==> config.mk <==
export PLATFORM = sky130hd
export DESIGN_NAME = fwd_ctrl_cp4_flat
export DESIGN_NICKNAME = d
export VERILOG_FILES = /design/src/rtl/fwd_ctrl_cp4_if.sv /design/src/rtl/fwd_ctrl_cp4.sv /design/src/flat_wrapper.sv
export SDC_FILE = /design/constraint.sdc
export NUM_CORES = 1
export LEC_CHECK = 0
export BUFFER_PORTS_ARGS = -buffer_cell sky130_fd_sc_hd__buf_2
export CORE_MARGIN = 5
export CORE_UTILIZATION = 54
export DETAILED_ROUTE_END_ITERATION = 12
export PLACE_DENSITY_LB_ADDON = 0.3
export SYNTH_ARGS = -nofsm -noshare
export SYNTH_HDL_FRONTEND = slang
export SYNTH_SLANG_ARGS = --single-unit
==> constraint.sdc <==
create_clock -name clk -period 2.35 [get_ports clk]
set_input_delay 0.1175 -clock clk [delete_from_list [all_inputs] [get_ports clk]]
set_output_delay 0.1175 -clock clk [all_outputs]
set_load 0.1 [all_outputs]
==> src/rtl/fwd_ctrl_cp4_if.sv <==
// Handshake bundle between the cp4 ID/EX pipeline and its forwarding controller.
// FWD_PERF_CNT_EN adds the stall_cnt/fwd_cnt performance counter outputs.
interface fwd_ctrl_cp4_if #(
  parameter int REG_ADDR_W = 5
`ifdef FWD_PERF_CNT_EN
  , parameter int CNT_W = 32
`endif
);
  logic                  pipe_en;
  logic                  flush;
  logic                  id_valid;
  logic [REG_ADDR_W-1:0] id_rs1;
  logic [REG_ADDR_W-1:0] id_rs2;
  logic                  id_use_rs1;
  logic                  id_use_rs2;
  logic [REG_ADDR_W-1:0] id_rd;
  logic                  id_reg_we;
  logic                  id_is_load;
  logic [1:0]            ex_fwd_sel_a;
  logic [1:0]            ex_fwd_sel_b;
  logic                  load_use_stall;
  logic                  ex_bubble;
`ifdef FWD_PERF_CNT_EN
  logic [CNT_W-1:0]      stall_cnt;
  logic [CNT_W-1:0]      fwd_cnt;
`endif

  modport master (
    output pipe_en, flush, id_valid, id_rs1, id_rs2, id_use_rs1, id_use_rs2,
           id_rd, id_reg_we, id_is_load,
    input  ex_fwd_sel_a, ex_fwd_sel_b, load_use_stall, ex_bubble
`ifdef FWD_PERF_CNT_EN
    , input stall_cnt, fwd_cnt
`endif
  );

  modport slave (
    input  pipe_en, flush, id_valid, id_rs1, id_rs2, id_use_rs1, id_use_rs2,
           id_rd, id_reg_we, id_is_load,
    output ex_fwd_sel_a, ex_fwd_sel_b, load_use_stall, ex_bubble
`ifdef FWD_PERF_CNT_EN
    , output stall_cnt, fwd_cnt
`endif
  );
endinterface

==> src/rtl/fwd_ctrl_cp4.sv <==
// Operand-forwarding and load-use stall controller for the cp4 EX-stage operand muxes.
// FWD_PERF_CNT_EN adds saturating stall/forward performance counters.
module fwd_ctrl_cp4 #(
  parameter int REG_ADDR_W = 5
`ifdef FWD_PERF_CNT_EN
  , parameter int CNT_W = 32
`endif
) (
  input logic            clk,
  input logic            rst_n,
  fwd_ctrl_cp4_if.slave  bus
);

  typedef struct packed {
    logic                  valid;
    logic [REG_ADDR_W-1:0] rd;
    logic                  we;
    logic                  is_load;
  } stage_t;

  // Select 3 (W+1 hold) is resolved from what W holds now, so the retired
  // entry itself never needs to be stored.
  stage_t     x_q, m_q, w_q;
  logic [1:0] sel_a_q, sel_b_q;
  logic [1:0] sel_a_d, sel_b_d;
  logic       bubble_q;
  logic       haz_a, haz_b, stall, insert;

  function automatic logic hit(stage_t s, logic [REG_ADDR_W-1:0] r);
    return s.valid & s.we & (s.rd == r) & (r != '0);
  endfunction

  function automatic logic [1:0] sel_for(logic used, logic [REG_ADDR_W-1:0] r,
                                         stage_t x, stage_t m, stage_t w);
    logic [1:0] s;
    s = 2'd0;
    if (used) begin
      if (hit(x, r) && !x.is_load) s = 2'd1;
      else if (hit(m, r))          s = 2'd2;
      else if (hit(w, r))          s = 2'd3;
    end
    return s;
  endfunction

  always_comb begin
    haz_a   = bus.id_use_rs1 & hit(x_q, bus.id_rs1) & x_q.is_load;
    haz_b   = bus.id_use_rs2 & hit(x_q, bus.id_rs2) & x_q.is_load;
    stall   = bus.id_valid & ~bus.flush & (haz_a | haz_b);
    insert  = bus.id_valid & ~bus.flush & ~stall;
    sel_a_d = sel_for(bus.id_use_rs1, bus.id_rs1, x_q, m_q, w_q);
    sel_b_d = sel_for(bus.id_use_rs2, bus.id_rs2, x_q, m_q, w_q);
  end

  always_ff @(posedge clk or negedge rst_n) begin
    if (!rst_n) begin
      x_q      <= '0;
      m_q      <= '0;
      w_q      <= '0;
      sel_a_q  <= 2'd0;
      sel_b_q  <= 2'd0;
      bubble_q <= 1'b1;
    end else if (bus.pipe_en) begin
      w_q <= m_q;
      m_q <= x_q;
      if (insert) begin
        x_q      <= '{valid: 1'b1, rd: bus.id_rd, we: bus.id_reg_we, is_load: bus.id_is_load};
        sel_a_q  <= sel_a_d;
        sel_b_q  <= sel_b_d;
        bubble_q <= 1'b0;
      end else begin
        x_q      <= '0;
        sel_a_q  <= 2'd0;
        sel_b_q  <= 2'd0;
        bubble_q <= 1'b1;
      end
    end
  end

  assign bus.ex_fwd_sel_a   = sel_a_q;
  assign bus.ex_fwd_sel_b   = sel_b_q;
  assign bus.ex_bubble      = bubble_q;
  assign bus.load_use_stall = stall;

`ifdef FWD_PERF_CNT_EN
  logic [CNT_W-1:0] stall_cnt_q, fwd_cnt_q;

  always_ff @(posedge clk or negedge rst_n) begin
    if (!rst_n) begin
      stall_cnt_q <= '0;
      fwd_cnt_q   <= '0;
    end else if (bus.pipe_en) begin
      if (stall && (stall_cnt_q != '1))
        stall_cnt_q <= stall_cnt_q + 1'b1;
      if (insert && ((sel_a_d | sel_b_d) != 2'd0) && (fwd_cnt_q != '1))
        fwd_cnt_q <= fwd_cnt_q + 1'b1;
    end
  end

  assign bus.stall_cnt = stall_cnt_q;
  assign bus.fwd_cnt   = fwd_cnt_q;
`endif

endmodule

==> src/flat_wrapper.sv <==
// flat-port wrapper written by rule: the top's interface ports become plain ports
module fwd_ctrl_cp4_flat 
#(
  parameter int REG_ADDR_W = 5

)
  (clk, rst_n, bus_pipe_en, bus_flush, bus_id_valid, bus_id_rs1, bus_id_rs2, bus_id_use_rs1, bus_id_use_rs2, bus_id_rd, bus_id_reg_we, bus_id_is_load, bus_ex_fwd_sel_a, bus_ex_fwd_sel_b, bus_load_use_stall, bus_ex_bubble);
  fwd_ctrl_cp4_if #(.REG_ADDR_W(REG_ADDR_W)) bus_i ();
  input logic clk;
  input logic rst_n;
  input wire logic [$bits(bus_i.pipe_en)-1:0] bus_pipe_en;
  input wire logic [$bits(bus_i.flush)-1:0] bus_flush;
  input wire logic [$bits(bus_i.id_valid)-1:0] bus_id_valid;
  input wire logic [$bits(bus_i.id_rs1)-1:0] bus_id_rs1;
  input wire logic [$bits(bus_i.id_rs2)-1:0] bus_id_rs2;
  input wire logic [$bits(bus_i.id_use_rs1)-1:0] bus_id_use_rs1;
  input wire logic [$bits(bus_i.id_use_rs2)-1:0] bus_id_use_rs2;
  input wire logic [$bits(bus_i.id_rd)-1:0] bus_id_rd;
  input wire logic [$bits(bus_i.id_reg_we)-1:0] bus_id_reg_we;
  input wire logic [$bits(bus_i.id_is_load)-1:0] bus_id_is_load;
  output wire logic [$bits(bus_i.ex_fwd_sel_a)-1:0] bus_ex_fwd_sel_a;
  output wire logic [$bits(bus_i.ex_fwd_sel_b)-1:0] bus_ex_fwd_sel_b;
  output wire logic [$bits(bus_i.load_use_stall)-1:0] bus_load_use_stall;
  output wire logic [$bits(bus_i.ex_bubble)-1:0] bus_ex_bubble;
  assign bus_i.pipe_en = bus_pipe_en;
  assign bus_i.flush = bus_flush;
  assign bus_i.id_valid = bus_id_valid;
  assign bus_i.id_rs1 = bus_id_rs1;
  assign bus_i.id_rs2 = bus_id_rs2;
  assign bus_i.id_use_rs1 = bus_id_use_rs1;
  assign bus_i.id_use_rs2 = bus_id_use_rs2;
  assign bus_i.id_rd = bus_id_rd;
  assign bus_i.id_reg_we = bus_id_reg_we;
  assign bus_i.id_is_load = bus_id_is_load;
  assign bus_ex_fwd_sel_a = bus_i.ex_fwd_sel_a;
  assign bus_ex_fwd_sel_b = bus_i.ex_fwd_sel_b;
  assign bus_load_use_stall = bus_i.load_use_stall;
  assign bus_ex_bubble = bus_i.ex_bubble;
  fwd_ctrl_cp4 #(.REG_ADDR_W(REG_ADDR_W)) u_core (.clk(clk), .rst_n(rst_n), .bus(bus_i));
endmodule
==> out/qor.csv, run 1 <==
stage,metric,value,unit
clocking,TritonCTS clock tree,yes,
floorplanning,io pins,30,
yosys,dominant cells by area after synthesis,"dfrtp_1 (44%), xnor2_1 (15%), mux2_2 (11%)",
worst_hold_path,Hold Path Class,input port to register,
global_routing,vias in the first global route,1165,
global_routing,grt ovf,0,
sta,RSZ-0062 raised after global routing,false,
sta,Fin Setup TNS,0,ns
routing,vias per inst,6.03,
critical_path,CP Launch Type,register,
sta,Slew @ Worst Pin,0.601,ns
worst_hold_path,min-delay src,bus_id_rd[1],
power,Seq pwr share,58.7,%
critical_path,WS Path Type,register to primary output,
routing,Residual DRC,0,
routing,Final ANT Viol Nets,0,
sta,Final Skew,0.00749,ns
floorplanning,Die Span Y,62.4,um
routing,Starting DRT DRC Count,52,
clocking,clk sink count,27,
sta,Max Freq,0.447,GHz
worst_hold_path,Min-Delay Path Depth,2,
routing,drt pass-1 iters,4,
final_layout,antenna cells,0,
clocking,deepest clock path buffer count,2,
yosys,Synth top area share,43.8,%
sta,fin crit period,2.24,ns
sta,Final setup viols,0,
clocking,CTS buffer count,3,
yosys,synth unique cells,30,
power,sw power,0.257,mW
placement,Cells after DPL,182,
global_routing,first-pass GRT wire length,5620,um
clocking,Clock Root Buffer,clkbuf_4,
routing,Detailed Route WL,3210,um
yosys,Synth async-reset ratio,100,%
critical_path,RR Startpoint,u_core.x_q[5],
critical_path,origin of the worst setup path,u_core.x_q[6],
clocking,clk_lat worst skew,0.32,ns
routing,via count,1139,
power,Leak,0.760,nW
floorplanning,Rows,19,
critical_path,r2r setup slk,0.33,ns
yosys,Post-Synthesis Cells,124,
critical_path,"Max FO, Critical Path",4,
status,status,completed,
yosys,Synth top cells by count,"dfrtp_1 (26), xnor2_1 (26), mux2_2 (14), a22o_1 (7), nand4_1 (6)",
placement,Detailed Place HPWL,2470,um
power,power density over the cells,520,nW/um2
power,clock network fraction of total power,21.8,%
critical_path,Worst Reg-to-Reg Cells,6,
power,Comb power frac,19.5,%
placement,pre-CTS setup slack,0.297,ns
yosys,mapped cell area,1490,um2
clocking,H-tree levels,1,
critical_path,"Largest stage delay, worst path",0.45,ns
floorplanning,Core ar.,2690,um2
global_routing,GRT Total Usage,17.5,%
global_routing,antenna violations before repair,0,
job,Max Cap Viol,0,
final_layout,final-stage net count,183,
sta,Max Slew Vio Count,0,
sta,hold violation total from the final report,0,
placement,Buffers on Ports,29,
critical_path,Critical Path AT,2.12,ns
yosys,Syn Nets,148,
power,switching share of power,28.3,%
floorplanning,area of the die,3900,um2
yosys,post-synth top area cell,dfrtp_1,
yosys,"Seq/Total Area, Yosys",45.6,%
final_layout,Area Growth Syn to Fin,17.4,%
yosys,Synth Register Bits,27,
global_routing,largest net degree at the start of global routing,28,
floorplanning,initial core utilization,55.3,%
final_layout,fin cells,189,
yosys,synthesized area per cell,12.0,um2
clocking,number of setup buffers added after CTS,0,
power,worst vdd ir,459,uV
clocking,clock slew at reported path FFs,0.14,ns
sta,crit share post-route,95.2,%
floorplanning,die span in x,62.4,um
yosys,Post-synth EDFFs,0,
routing,Routed WL per cell,17.0,um
sta,Max transition margin,59.9,%
sta,Setup WS post-layout,0.112,ns
yosys,number of warnings issued by yosys,0,
final_layout,share of post-route cells with drive strength above 1,37.3,%
power,Power Internal,0.650,mW
yosys,Most used DFF post-synth,dfrtp_1,
critical_path,Worst EP required,2.23,ns
placement,gp weighted congestion,0.845,
critical_path,Critical-path top delay cell,dfrtp_1,
critical_path,worst path cell trace,xnor2_1 -> nand4_1 -> nor3_4 -> a22oi_1 -> nor4b_4 -> buf_4,
critical_path,critical path capture point type,primary output,
==> per-layer routing <==
| layer | vias to the layer above | routed length, um | track usage, % |
|---|---|---|---|
| met5 | - | 0 | 0 |
| met4 | 0 | 48 | 5.31 |
| met3 | 6 | 194 | 3.78 |
| met2 | 33 | 1620 | 29.1 |
| met1 | 569 | 1340 | 22.8 |
| li1 | 531 | - | - |
==> through the flow <==
stage	hold slack (ns)	total power [mW]	instance area (um2)	utilization (%)
2_1_floorplan	-0.178	0.647	1500	-
3_5_place_dp	0.157	0.715	1680	62.4
4_1_cts	0.000320	0.913	1730	64.3
5_1_grt	0.00953	0.952	1740	64.9
6_report	0.00816	0.907	1740	64.9
3_3_place_gp	0.141	0.708	1680	62.4
==> final cells by class <==
cell class | count | area (um2)
fill | 223 | 943
tap | 31 | 38.8
clock inverter | 1 | 5.00
inverter | 2 | 7.51
multi-input combinational | 91 | 800
timing repair buffer | 34 | 193
sequential | 27 | 677
clock buffer | 3 | 22.5
==> sequential cells by signal (all words and copies together), names as in the netlist <==
register / count
u_core.w_q: 7
u_core.bus.ex_bubble: 1
u_core.bus.ex_fwd_sel_a: 2
u_core.bus.ex_fwd_sel_b: 2
u_core.x_q: 8
u_core.m_q: 7
==> what timing repair did <==
item | 4_1_cts | 5_1_grt
endpoints found under the setup margin | 1 | 1
cloned | 0 | 0
resized for setup | 1 | 1
endpoints found under the hold margin | 27 | 1
hold buffers | 2 | 1
==> cells in the final DEF, fill, tap and decap left out, drive strengths merged, types with 3 or more instances in the layout <==
master,synthesis,routed
a22o,7,7
a32o,4,4
buf,2,31
clkbuf,2,3
dfrtp,26,26
dlygate4sd3,0,3
mux2,14,14
nand2,3,3
nand4,6,6
nor2,4,4
nor4,3,3
or4,7,7
xnor2,26,26
xor2,4,4
==> critical path: cells and delay by family (launching register included) <==
| family | cells | cell delay [ns] |
|---|---|---|
| DFF | 1 | 0.45 |
| xor gates and xnor gates | 1 | 0.17 |
| buffers and inverters | 1 | 0.32 |
| and+or+nand+nor | 3 | 0.68 |
| AOI/OAI and AO/OA | 1 | 0.18 |
==> cell families (layout without fill, tap and decap cells) <==
family	after synthesis	after routing	share of synthesized area [%]
AOI/OAI and AO/OA	18	18	11.7
xor gates and xnor gates	30	30	17.7
and+or+nand+nor	29	29	12.4
DFF	27	27	45.6
buffers and inverters	6	40	2.02
muxes	14	14	10.6
==> power by group through the flow <==
stage	sequential (mW)	clock, mW	combinational (mW)
CTS	0.532	0.205	0.177
global route	0.539	0.219	0.194
floorplan	0.543	0	0.104
finish	0.532	0.197	0.177
detailed placement	0.540	0	0.174
global placement	0.539	0	0.170
==> path summary, 6_finish.rpt <==
kind                                         endpoint
max                                bus_load_use_stall
min                                     u_core.x_q[3]
max reg2reg                u_core.bus.ex_fwd_sel_b[0]
min reg2reg                      u_core.bus.ex_bubble
max in group asynchronous  u_core.bus.ex_fwd_sel_a[0]
min in group asynchronous               u_core.x_q[0]
Note: power is estimated with default switching activity, not from simulation.
==> run 2: changes to the inputs <==
--- a/config.mk
+++ b/config.mk
@@ -7,7 +7,8 @@
 export LEC_CHECK = 0
 export BUFFER_PORTS_ARGS = -buffer_cell sky130_fd_sc_hd__buf_2
 export CORE_MARGIN = 5
-export CORE_UTILIZATION = 54
+export CORE_UTILIZATION = 55
+export CTS_BUF_LIST = sky130_fd_sc_hd__clkbuf_8
 export DETAILED_ROUTE_END_ITERATION = 12
 export PLACE_DENSITY_LB_ADDON = 0.3
 export SYNTH_ARGS = -nofsm -noshare
==> run 2 against run 1 <==
Non-clock buffer count shrank 2. Combinational power about the same. Worst setup slack improved by 0.023 ns. Sequential cell count stayed put. Worst hold slack better by 0.040 ns. Critical path depth unchanged. Critical path type unchanged. Highest routed layer unchanged.
==> out/qor.csv, run 2 (same netlist as run 1, synthesis figures left out) <==
stage,metric,value,unit,change
sta,hold violation total from the final report,0,,unchanged
sta,Slew @ Worst Pin,0.579,ns,-0.0217 ns
clocking,H-tree levels,1,,unchanged
clocking,number of setup buffers added after CTS,0,,unchanged
sta,Final Skew,0.0101,ns,+0.00264 ns
floorplanning,area of the die,3840,um2,-1.5%
sta,Max Freq,0.452,GHz,+1.0%
floorplanning,Die Span Y,62.0,um,-0.77%
critical_path,CP Launch Type,register,,
global_routing,antenna violations before repair,0,,unchanged
clocking,Clock Root Buffer,clkbuf_8,,
critical_path,Worst EP required,2.23,ns,about the same
floorplanning,initial core utilization,58.9,%,+3.6 points
global_routing,first-pass GRT wire length,5410,um,-3.8%
floorplanning,Rows,18,,-1
routing,Final ANT Viol Nets,0,,unchanged
critical_path,Critical Path AT,2.10,ns,-0.02 ns
final_layout,Biggest register,u_core.x_q,,
floorplanning,Core ar.,2520,um2,-6.1%
placement,Buffers on Ports,29,,unchanged
worst_hold_path,Hold Path Class,input port to register,,
clocking,CTS buffer count,3,,unchanged
placement,Detailed Place HPWL,2560,um,+3.9%
power,total power,0.981,mW,+8.2%
power,Leak,0.757,nW,-0.42%
routing,via count,1118,,-1.8%
clocking,clk_lat worst skew,0.28,ns,-0.04 ns
sta,Max transition margin,61.4,%,+1.4 points
final_layout,"commonest non-fill, non-tap cell in the layout",buf_2,,
status,status,completed,,
final_layout,Area Growth Syn to Fin,17.6,%,
final_layout,"commonest cells after routing, fill and taps aside","buf_2 (28), xnor2_1 (26), dfrtp_1 (26)",,
sta,Fin Setup TNS,0,ns,unchanged
final_layout,final core occ,69.2,%,+4.4 points
final_layout,fin cells,186,,-1.6%
global_routing,largest net degree at the start of global routing,28,,unchanged
power,power density over the cells,562,nW/um2,+7.9%
clocking,clock slew at reported path FFs,0.10,ns,-0.04 ns
global_routing,grt ovf,0,,unchanged
sta,Final setup viols,0,,unchanged
job,Max Cap Viol,0,,unchanged
routing,Starting DRT DRC Count,40,,-23%
critical_path,WS Path Type,register to primary output,,
sta,RSZ-0062 raised after global routing,false,,
routing,Residual DRC,0,,unchanged
routing,Routed WL per cell,17.8,um,+4.7%
sta,Max Slew Vio Count,0,,unchanged
placement,Cells after DPL,181,,-0.55%
global_routing,GRT Total Usage,19.5,%,+2.0 points
final_layout,final-stage net count,181,,-1.1%
final_layout,Largest register FFs,8,,unchanged
routing,vias per inst,6.01,,-0.26%
clocking,clk sink count,27,,unchanged
final_layout,top flop regs,"u_core.x_q (8), u_core.m_q (7), u_core.w_q (7)",,
final_layout,share of post-route cells with drive strength above 1,37.8,%,+0.48 points
global_routing,vias in the first global route,1127,,-3.3%
clocking,TritonCTS clock tree,yes,,
clocking,deepest clock path buffer count,2,,unchanged
sta,crit share post-route,94.2,%,-0.99 points
floorplanning,io pins,30,,unchanged
critical_path,"Max FO, Critical Path",4,,unchanged
routing,drt pass-1 iters,4,,unchanged
power,worst vdd ir,440,uV,-4.1%
final_layout,antenna cells,0,,unchanged
sta,fin crit period,2.21,ns,-0.0232 ns
floorplanning,die span in x,62.0,um,-0.77%
critical_path,critical path capture point type,primary output,,
placement,gp weighted congestion,0.880,,+4.2%
routing,Detailed Route WL,3310,um,+3.1%
## run 2: changes by cell type in the layout (fill, tap and decap cells not counted), sizes merged
cell	change
clkinv	-1
clkinvlp	+1
dlygate4sd3	-2
## run 2: worst max-delay path: stages, from the launching register on
cell and delay [ns]:
dfrtp_1 0.45, xnor2_1 0.21, nand4_1 0.18, nor3_4 0.28, a22oi_1 0.18, nor4b_4 0.26, buf_6 0.26
## run 2: timing repair
action	4_1_cts	5_1_grt
endpoints found under the setup margin	1	1
hold buffers	1	0
gates resized for setup	2	1
pin swaps	0	1
endpoints found under the hold margin	26	0
## run 2: final timing paths
check	slack (ns)	startpoint	cells past startpoint	end
worst max-delay path	0.14	u_core.x_q[5]	6	bus_load_use_stall
worst min-delay path	0.05	bus_id_rd[2]	2	u_core.x_q[4]
worst max register to register	0.42	u_core.x_q[4]	6	u_core.bus.ex_fwd_sel_b[0]
worst min register to register	0.50	u_core.bus.ex_fwd_sel_b[0]	1	u_core.bus.ex_fwd_sel_b[0]
max in group asynchronous	1.60	rst_n	2	u_core.bus.ex_bubble
min in group asynchronous	0.36	rst_n	2	u_core.x_q[5]
## run 2: per-layer routing
layer  share of wire [%]  global-route usage [%]  routed length, um  vias up
met2                  50                    31.2               1640       43
met4                 2.1                    7.58                 71        0
li1                    -                       -                  -      527
met5                   0                       0                  0        -
met3                 5.8                    4.34                191        9
met1                  43                    25.7               1410      539
## run 2: layout make-up
class                   count  area [um2]
well taps                  30        37.5
multi-input cells          91         800
flip-flops and latches     27         677
fillers                   203         776
clock inverters             1        7.51
clock buffers               3        41.3
repair buffers             32         176
inverters                   2        7.51
## run 2: through the flow
| step | cell area, um2 | hold WS [ns] | setup slack [ns] |
|---|---|---|---|
| after floorplan | 1500 | -0.178 | 0.0359 |
| after global placement | 1680 | 0.143 | 0.346 |
| after detailed placement | 1680 | 0.151 | 0.213 |
| after CTS | 1740 | 0.0452 | 0.0562 |
| after global routing | 1750 | 0.0465 | 0.0220 |
| final | 1750 | 0.0482 | 0.136 |
## run 2: power breakdown
part           internal [mW]  switching [mW]  total (mW)
clock                  0.121           0.151       0.272
combinational         0.0876          0.0898       0.177
sequential             0.497          0.0353       0.532
